**src/rtl/alu_pkg.sv**
```systemverilog
// Shared definitions for the 8-bit sequential ALU front end.
// Holds the 3-bit operation codes understood by the external 4-bit ALU,
// the FSM state encoding of alu8_seq, and a helper that tells which
// operations alu8_seq can build out of two nibble passes.
package alu_pkg;

    localparam logic [2:0] OP_ADD = 3'b000;
    localparam logic [2:0] OP_SUB = 3'b001;
    localparam logic [2:0] OP_NOT = 3'b010;
    localparam logic [2:0] OP_AND = 3'b011;
    localparam logic [2:0] OP_OR  = 3'b100;
    localparam logic [2:0] OP_XOR = 3'b101;
    localparam logic [2:0] OP_LT  = 3'b110;
    localparam logic [2:0] OP_EQ  = 3'b111;

    typedef enum logic [2:0] {
        ST_IDLE    = 3'd0,
        ST_LO_ISS  = 3'd1,
        ST_LO_CAP  = 3'd2,
        ST_HI_ISS  = 3'd3,
        ST_HI_CAP  = 3'd4,
        ST_INC_ISS = 3'd5,
        ST_INC_CAP = 3'd6,
        ST_DONE    = 3'd7
    } state_t;

    // SUB and LT need borrow/compare chaining across nibbles, which this
    // front end does not implement, so they are rejected as illegal.
    function automatic logic is_legal(input logic [2:0] op);
        return !((op == OP_SUB) || (op == OP_LT));
    endfunction

endpackage

```
**src/rtl/alu8_seq_if.sv**
```systemverilog
// Request/response bus of alu8_seq.
// Handshake rule for both channels: a transfer happens on the rising clock
// edge where valid and ready are both 1; the producer holds valid and its
// payload stable until that edge.
//   req_*: master -> slave operation request (op, a, b), req_ready back.
//   rsp_*: slave -> master result and flags, rsp_ready back.
interface alu8_seq_if;
    logic       req_valid;
    logic       req_ready;
    logic [2:0] req_op;
    logic [7:0] req_a;
    logic [7:0] req_b;
    logic       rsp_valid;
    logic       rsp_ready;
    logic [7:0] rsp_result;
    logic       rsp_carry;
    logic       rsp_ovf;
    logic       rsp_err;

    modport master (
        output req_valid, req_op, req_a, req_b, rsp_ready,
        input  req_ready, rsp_valid, rsp_result, rsp_carry, rsp_ovf, rsp_err
    );

    modport slave (
        input  req_valid, req_op, req_a, req_b, rsp_ready,
        output req_ready, rsp_valid, rsp_result, rsp_carry, rsp_ovf, rsp_err
    );
endinterface

```
**src/rtl/alu8_seq.sv**
```systemverilog
// 8-bit ALU built by sequencing an external clocked 4-bit ALU.
// A request is split into a low-nibble pass and a high-nibble pass; an ADD
// whose low pass carries out gets a third pass that increments the high sum.
// Ports:
//   clk, rst          clock, asynchronous active-high reset
//   bus (slave)       request/response handshake bus
//   alu_choose/a/b    registered drive to the 4-bit ALU
//   alu_out/cin/m     4-bit ALU result, carry-out, equal flag (one cycle later)
//   fsm_state         current FSM state for observation
module alu8_seq
    import alu_pkg::*;
(
    input  logic       clk,
    input  logic       rst,
    alu8_seq_if.slave  bus,
    output logic [2:0] alu_choose,
    output logic [3:0] alu_a,
    output logic [3:0] alu_b,
    input  logic       alu_cin,
    input  logic       alu_m,
    input  logic [3:0] alu_out,
    output state_t     fsm_state
);

    state_t     state, next_state;
    logic [2:0] op_q;
    logic [3:0] a_hi_q, b_hi_q, lo_q;
    logic       c0_q, c1_q, e_lo_q;
    logic [7:0] result_q;
    logic       carry_q, ovf_q, err_q;
    logic [7:0] fin_result;
    logic       fin_carry, fin_ovf;
    logic       accept, finish;

    assign accept         = (state == ST_IDLE) && bus.req_valid;
    assign finish         = ((state == ST_HI_CAP) || (state == ST_INC_CAP)) && (next_state == ST_DONE);
    assign bus.req_ready  = (state == ST_IDLE);
    assign bus.rsp_valid  = (state == ST_DONE);
    assign bus.rsp_result = result_q;
    assign bus.rsp_carry  = carry_q;
    assign bus.rsp_ovf    = ovf_q;
    assign bus.rsp_err    = err_q;
    assign fsm_state      = state;

    always_ff @(posedge clk or posedge rst) begin
        if (rst) state <= ST_IDLE;
        else     state <= next_state;
    end

    always_comb begin
        next_state = state;
        case (state)
            ST_IDLE:    if (bus.req_valid) next_state = is_legal(bus.req_op) ? ST_LO_ISS : ST_DONE;
            ST_LO_ISS:  next_state = ST_LO_CAP;
            ST_LO_CAP:  next_state = ST_HI_ISS;
            ST_HI_ISS:  next_state = ST_HI_CAP;
            ST_HI_CAP:  next_state = ((op_q == OP_ADD) && c0_q) ? ST_INC_ISS : ST_DONE;
            ST_INC_ISS: next_state = ST_INC_CAP;
            ST_INC_CAP: next_state = ST_DONE;
            ST_DONE:    if (bus.rsp_ready) next_state = ST_IDLE;
            default:    next_state = ST_IDLE;
        endcase
    end

    // Final response built from the last capture cycle. The high nibble is
    // always alu_out; in INC_CAP the high-pass carry comes from c1_q because
    // alu_cin then reflects the increment.
    always_comb begin
        fin_result = {alu_out, lo_q};
        fin_carry  = 1'b0;
        fin_ovf    = 1'b0;
        if (op_q == OP_EQ) fin_result = {7'b0, e_lo_q & alu_m};
        if (op_q == OP_ADD) begin
            fin_carry = (state == ST_INC_CAP) ? (c1_q | alu_cin) : alu_cin;
            fin_ovf   = (a_hi_q[3] == b_hi_q[3]) && (alu_out[3] != a_hi_q[3]);
        end
    end

    // ALU drive registers load on the edge entering an *_ISS state, so they
    // are stable for the whole issue cycle and hold everywhere else.
    always_ff @(posedge clk or posedge rst) begin
        if (rst) begin
            op_q       <= 3'b000;
            a_hi_q     <= 4'h0;
            b_hi_q     <= 4'h0;
            lo_q       <= 4'h0;
            c0_q       <= 1'b0;
            c1_q       <= 1'b0;
            e_lo_q     <= 1'b0;
            alu_choose <= 3'b000;
            alu_a      <= 4'h0;
            alu_b      <= 4'h0;
            result_q   <= 8'h00;
            carry_q    <= 1'b0;
            ovf_q      <= 1'b0;
            err_q      <= 1'b0;
        end else begin
            case (state)
                ST_IDLE: begin
                    if (accept) begin
                        op_q   <= bus.req_op;
                        a_hi_q <= bus.req_a[7:4];
                        b_hi_q <= bus.req_b[7:4];
                        if (is_legal(bus.req_op)) begin
                            alu_choose <= bus.req_op;
                            alu_a      <= bus.req_a[3:0];
                            alu_b      <= bus.req_b[3:0];
                        end else begin
                            result_q <= 8'h00;
                            carry_q  <= 1'b0;
                            ovf_q    <= 1'b0;
                            err_q    <= 1'b1;
                        end
                    end
                end
                ST_LO_CAP: begin
                    lo_q   <= alu_out;
                    c0_q   <= alu_cin;
                    e_lo_q <= alu_m;
                    alu_a  <= a_hi_q;
                    alu_b  <= b_hi_q;
                end
                ST_HI_CAP: begin
                    c1_q <= alu_cin;
                    if (next_state == ST_INC_ISS) begin
                        alu_choose <= OP_ADD;
                        alu_a      <= alu_out;
                        alu_b      <= 4'b0001;
                    end
                end
                default: ;
            endcase
            if (finish) begin
                result_q <= fin_result;
                carry_q  <= fin_carry;
                ovf_q    <= fin_ovf;
                err_q    <= 1'b0;
            end
        end
    end

endmodule

```
**src/flat_wrapper.sv**
```systemverilog
// flat-port wrapper written by rule: the top's interface ports become plain ports
module alu8_seq_flat import alu_pkg::*;
  (clk, rst, alu_choose, alu_a, alu_b, alu_cin, alu_m, alu_out, fsm_state, bus_req_valid, bus_req_op, bus_req_a, bus_req_b, bus_rsp_ready, bus_req_ready, bus_rsp_valid, bus_rsp_result, bus_rsp_carry, bus_rsp_ovf, bus_rsp_err);
  alu8_seq_if bus_i ();
  input  logic clk;
  input  logic rst;
  output logic [2:0] alu_choose;
  output logic [3:0] alu_a;
  output logic [3:0] alu_b;
  input  logic alu_cin;
  input  logic alu_m;
  input  logic [3:0] alu_out;
  output state_t fsm_state;
  input wire logic [$bits(bus_i.req_valid)-1:0] bus_req_valid;
  input wire logic [$bits(bus_i.req_op)-1:0] bus_req_op;
  input wire logic [$bits(bus_i.req_a)-1:0] bus_req_a;
  input wire logic [$bits(bus_i.req_b)-1:0] bus_req_b;
  input wire logic [$bits(bus_i.rsp_ready)-1:0] bus_rsp_ready;
  output wire logic [$bits(bus_i.req_ready)-1:0] bus_req_ready;
  output wire logic [$bits(bus_i.rsp_valid)-1:0] bus_rsp_valid;
  output wire logic [$bits(bus_i.rsp_result)-1:0] bus_rsp_result;
  output wire logic [$bits(bus_i.rsp_carry)-1:0] bus_rsp_carry;
  output wire logic [$bits(bus_i.rsp_ovf)-1:0] bus_rsp_ovf;
  output wire logic [$bits(bus_i.rsp_err)-1:0] bus_rsp_err;
  assign bus_i.req_valid = bus_req_valid;
  assign bus_i.req_op = bus_req_op;
  assign bus_i.req_a = bus_req_a;
  assign bus_i.req_b = bus_req_b;
  assign bus_i.rsp_ready = bus_rsp_ready;
  assign bus_req_ready = bus_i.req_ready;
  assign bus_rsp_valid = bus_i.rsp_valid;
  assign bus_rsp_result = bus_i.rsp_result;
  assign bus_rsp_carry = bus_i.rsp_carry;
  assign bus_rsp_ovf = bus_i.rsp_ovf;
  assign bus_rsp_err = bus_i.rsp_err;
  alu8_seq u_core (.clk(clk), .rst(rst), .bus(bus_i), .alu_choose(alu_choose), .alu_a(alu_a), .alu_b(alu_b), .alu_cin(alu_cin), .alu_m(alu_m), .alu_out(alu_out), .fsm_state(fsm_state));
endmodule
```
**config.mk**
```make
export PLATFORM = sky130hd
export DESIGN_NAME = alu8_seq_flat
export DESIGN_NICKNAME = d
export VERILOG_FILES = /design/src/rtl/alu_pkg.sv /design/src/rtl/alu8_seq_if.sv /design/src/rtl/alu8_seq.sv /design/src/flat_wrapper.sv
export SDC_FILE = /design/constraint.sdc
export NUM_CORES = 1
export LEC_CHECK = 0
export ABC_AREA = 1
export CAP_MARGIN = 40
export CORE_UTILIZATION = 50
export DETAILED_ROUTE_END_ITERATION = 8
export DONT_BUFFER_PORTS = 1
export SYNTH_ARGS = -nofsm -noshare
export SYNTH_HDL_FRONTEND = slang
export SYNTH_SLANG_ARGS = --single-unit
```
**constraint.sdc**
```tcl
create_clock -name clk -period 2.8 [get_ports clk]
set_input_delay 0.42 -clock clk [delete_from_list [all_inputs] [get_ports clk]]
set_output_delay 0.42 -clock clk [all_outputs]
set_load 0.005 [all_outputs]
```
==> metrics.md <==
| Metric | Value |
|---|---|
| Synth top area share | `a little over half` |
| Initial antenna violation count | `0` |
| Top cells by count, synth | `nand2_1, dfrtp_1, inv_1` |
| Synth Area in XOR/XNOR | `0%` |
| Class of the worst hold path | `in2reg` |
| Clk sinks | `43` |
| Mapped Cells | `235` |
| Fmax | `511.9 MHz` |
| IO Count | `56` |
| CP Max Fanout | `14` |
| Multi-input logic area | `approximately 750 um^2` |
| Post-layout util | `between 50% and 60%` |
| CTS H-tree depth | `2` |
| Core area | `around 0.0037 mm^2` |
| Area Overhead vs Synth | `8.500%` |
| DRT Wirelength | `4034 um` |
| I/O Buffers | `0` |
| WL/cell | `about 14 um` |
| GR Layer Usage met3 | `7.639%` |
| CTS Buf Count | `5` |
| Met1 Usage GRT | `between 20% and 30%` |
| Register area share after synthesis | `53.75%` |
| Fillers | `approximately 360` |
| # DRC | `0` |
| Fin crit share | `69.76%` |
| Slew @ Worst Pin | `around 0.40 ns` |
| Final Hold Fails | `0` |
| First DRT Iteration DRCs | `about 160` |
| Clk Tree Root Cell | `clkbuf_8` |
| Worst skew pair latency | `a little under 0.3 ns` |
| Ys async rst share | `100.0%` |
| All-layer global routing usage | `a little over a fifth` |
| Via/cell ratio | `roughly 5.3` |
| Critical path, cell by cell | `inv_2 > nand2_2 > nor2_4 > nand3_2 > nand3_2 > nand2_1 > nand3_1 > nand2_1` |
| GRT Max-Usage Layer | `met2` |
| PwrDens | `approximately 1100 mW/mm^2` |
| YS warnings | `0` |
| Synth Area in Simple Gates | `25.56%` |
| Global-route wire length before repair | `6706 um` |
| RSZ-0062 raised after global routing | `no` |
| Final setup viols | `0` |
| Die H | `~65 um` |
| Row cnt | `22` |
| Layout cells sized above 1 | `a little under an eighth` |
| DRT Pass-1 Iters | `4` |
| Die width | `roughly 65 um` |
| Leakage | `between 0.001 and 0.0015 uW` |
| Pin count of the biggest net entering global routing | `23` |
| Mapped cell area | `around 0.0020 mm^2` |
| GRT overflow | `0` |
| CP max stage cell | `dfrtp_1` |
| GR Util met2 | `31.83%` |
| Final Instance Area | `about 0.0022 mm^2` |
| Setup Crit Path Kind | `reg2reg` |
| Reg clk slew, reported paths | `roughly 0.080 ns` |
| Starting Density | `between 50% and 60%` |
| Max-cap violations | `0` |
| Delay of the slowest critical-path stage | `about 0.47 ns` |
| Clk buf depth | `2` |
| GP Congestion | `~0.83` |
| Max Slew Vio Count | `0` |
| CP Capture Type | `flip-flop` |
| Sequential Area | `between 0.001 and 0.0015 mm^2` |
| Top post-synthesis cells by area | `dfrtp_1, nand2_1, o21ai_0` |
| Compound-Gate Fraction of Synth Area | `between 10% and 20%` |
| N_diodes | `0` |
| Die area | `0.004261 mm^2` |
| Max VDD drop | `~0.6 mV` |
| Most used DFF post-synth | `dfrtp_1` |
| DR vias | `around 1.5k` |
| Avg Inst Size Synth | `~8.5 um^2` |
| Post-route ant nets | `0` |
| Crit path launch type | `flip-flop` |
| Worst Skew | `~0.0099 ns` |
| Area leader, netlist | `dfrtp_1` |
| Largest family of logic cells by synthesized area | `simple AND/OR/NAND/NOR gates` |
| Vias in the first global route | `around 1.4k` |
| Worst slew margin | `73.35%` |
| Synth Area in Adders | `0%` |
| Layout Nets | `~270` |
| Post-synthesis mux area share | `roughly 1.1%` |
| Most frequent cell after synthesis | `nand2_1` |
| Status | `finished, final reports clean` |
| Crit path time final | `1.953 ns` |
| Post-synthesis register bit count | `43` |
| CTS tree | `built` |
| Total Neg Setup Slack | `0 ns` |
| Worst path required time | `2.98 ns` |
| Post-DP HPWL | `3154 um` |
| Netlist cell types | `24` |
| Arr. time, crit path | `2.14 ns` |
| Net Count, Synth | `roughly 260` |
| Post-synth EDFFs | `0` |
| Hold Worst Slack | `0.2547 ns` |
| Post-placement cell area | `a little over 0.002 mm^2` |
what timing repair did:
item	4_1_cts	5_1_grt
endpoints found under the hold margin	4	0
gates resized for setup	0	0
hold buffers	1	0
setup buffers	0	0
power by group:
part | switching (uW) | internal (uW)
clock network | 203 | 289
logic | 547 | 288
registers | 195 | 918
layout by cell type (no fill, tap or decap), types with 2 or more instances in the layout:
master and n:
nor2_4 2, nand3_1 21, o22ai_1 4, dfrtp_1 43, nand2_2 2, o21ai_2 2, mux2_2 2, nand4_1 8
inv_1 27, nand2_1 68, nand3_2 2, a21oi_1 5, buf_4 2, nor2_1 4, o21ai_0 26, clkbuf_8 6
inv_2 4
through the flow:
stage	worst slack (ns)	std cells	power, uW
final	0.8467	286	2439
after global routing	0.6529	286	2661
after CTS	0.8228	286	2471
after detailed placement	0.8363	277	1972
after global placement	0.9754	276	1928
after floorplan	1.377	235	1815
registers in the layout, indices dropped and copies added (netlist names):
signal,count
u_core.bus.rsp_err,1
u_core.b_hi_q,4
u_core.alu_a,4
u_core.op_q,3
u_core.c1_q,1
u_core.e_lo_q,1
u_core.bus.rsp_carry,1
u_core.a_hi_q,4
u_core.alu_b,4
u_core.c0_q,1
u_core.bus.rsp_ovf,1
u_core.alu_choose,3
u_core.lo_q,4
u_core.fsm_state,3
u_core.bus.rsp_result,8
worst paths after layout:
kind                                      from                        to  slack, ns  cells after the start
min                               bus_req_b[5]          u_core.b_hi_q[1]       0.25                      2
min in group asynchronous                  rst  u_core.bus.rsp_result[1]       0.47                      2
max reg2reg                u_core.fsm_state[1]  u_core.bus.rsp_result[6]       0.85                      8
max                        u_core.fsm_state[1]  u_core.bus.rsp_result[6]       0.85                      8
max in group asynchronous                  rst      u_core.alu_choose[1]       1.84                      3
min reg2reg                        u_core.c1_q               u_core.c1_q       0.50                      2
final cells by class:
type / count / area share [%]
clock inverters: 2 / 1.613
multi-input cells: 151 / 34.33
well taps: 48 / 2.765
flip-flops and latches: 43 / 49.54
clock buffers: 6 / 3.802
inverters: 32 / 5.530
repair buffers: 4 / 2.419
cells by family after synthesis:
logic type	Yosys count
compound gates	39
mux	2
buf+inv	41
flops	43
simple gates	110
worst max-delay path: cells and delay by family (launching register included):
family / cells / cell delay [ns]
and+or+nand+nor: 7 / 1.27
DFF: 1 / 0.47
buffers and inverters: 1 / 0.09
metal layers:
metal / up-vias / wire (um)
met5: - / 0
met4: 0 / 23
met3: 2 / 258
met2: 38 / 1870
met1: 703 / 1881
li1: 764 / -
(Power assumes the default switching activity.)
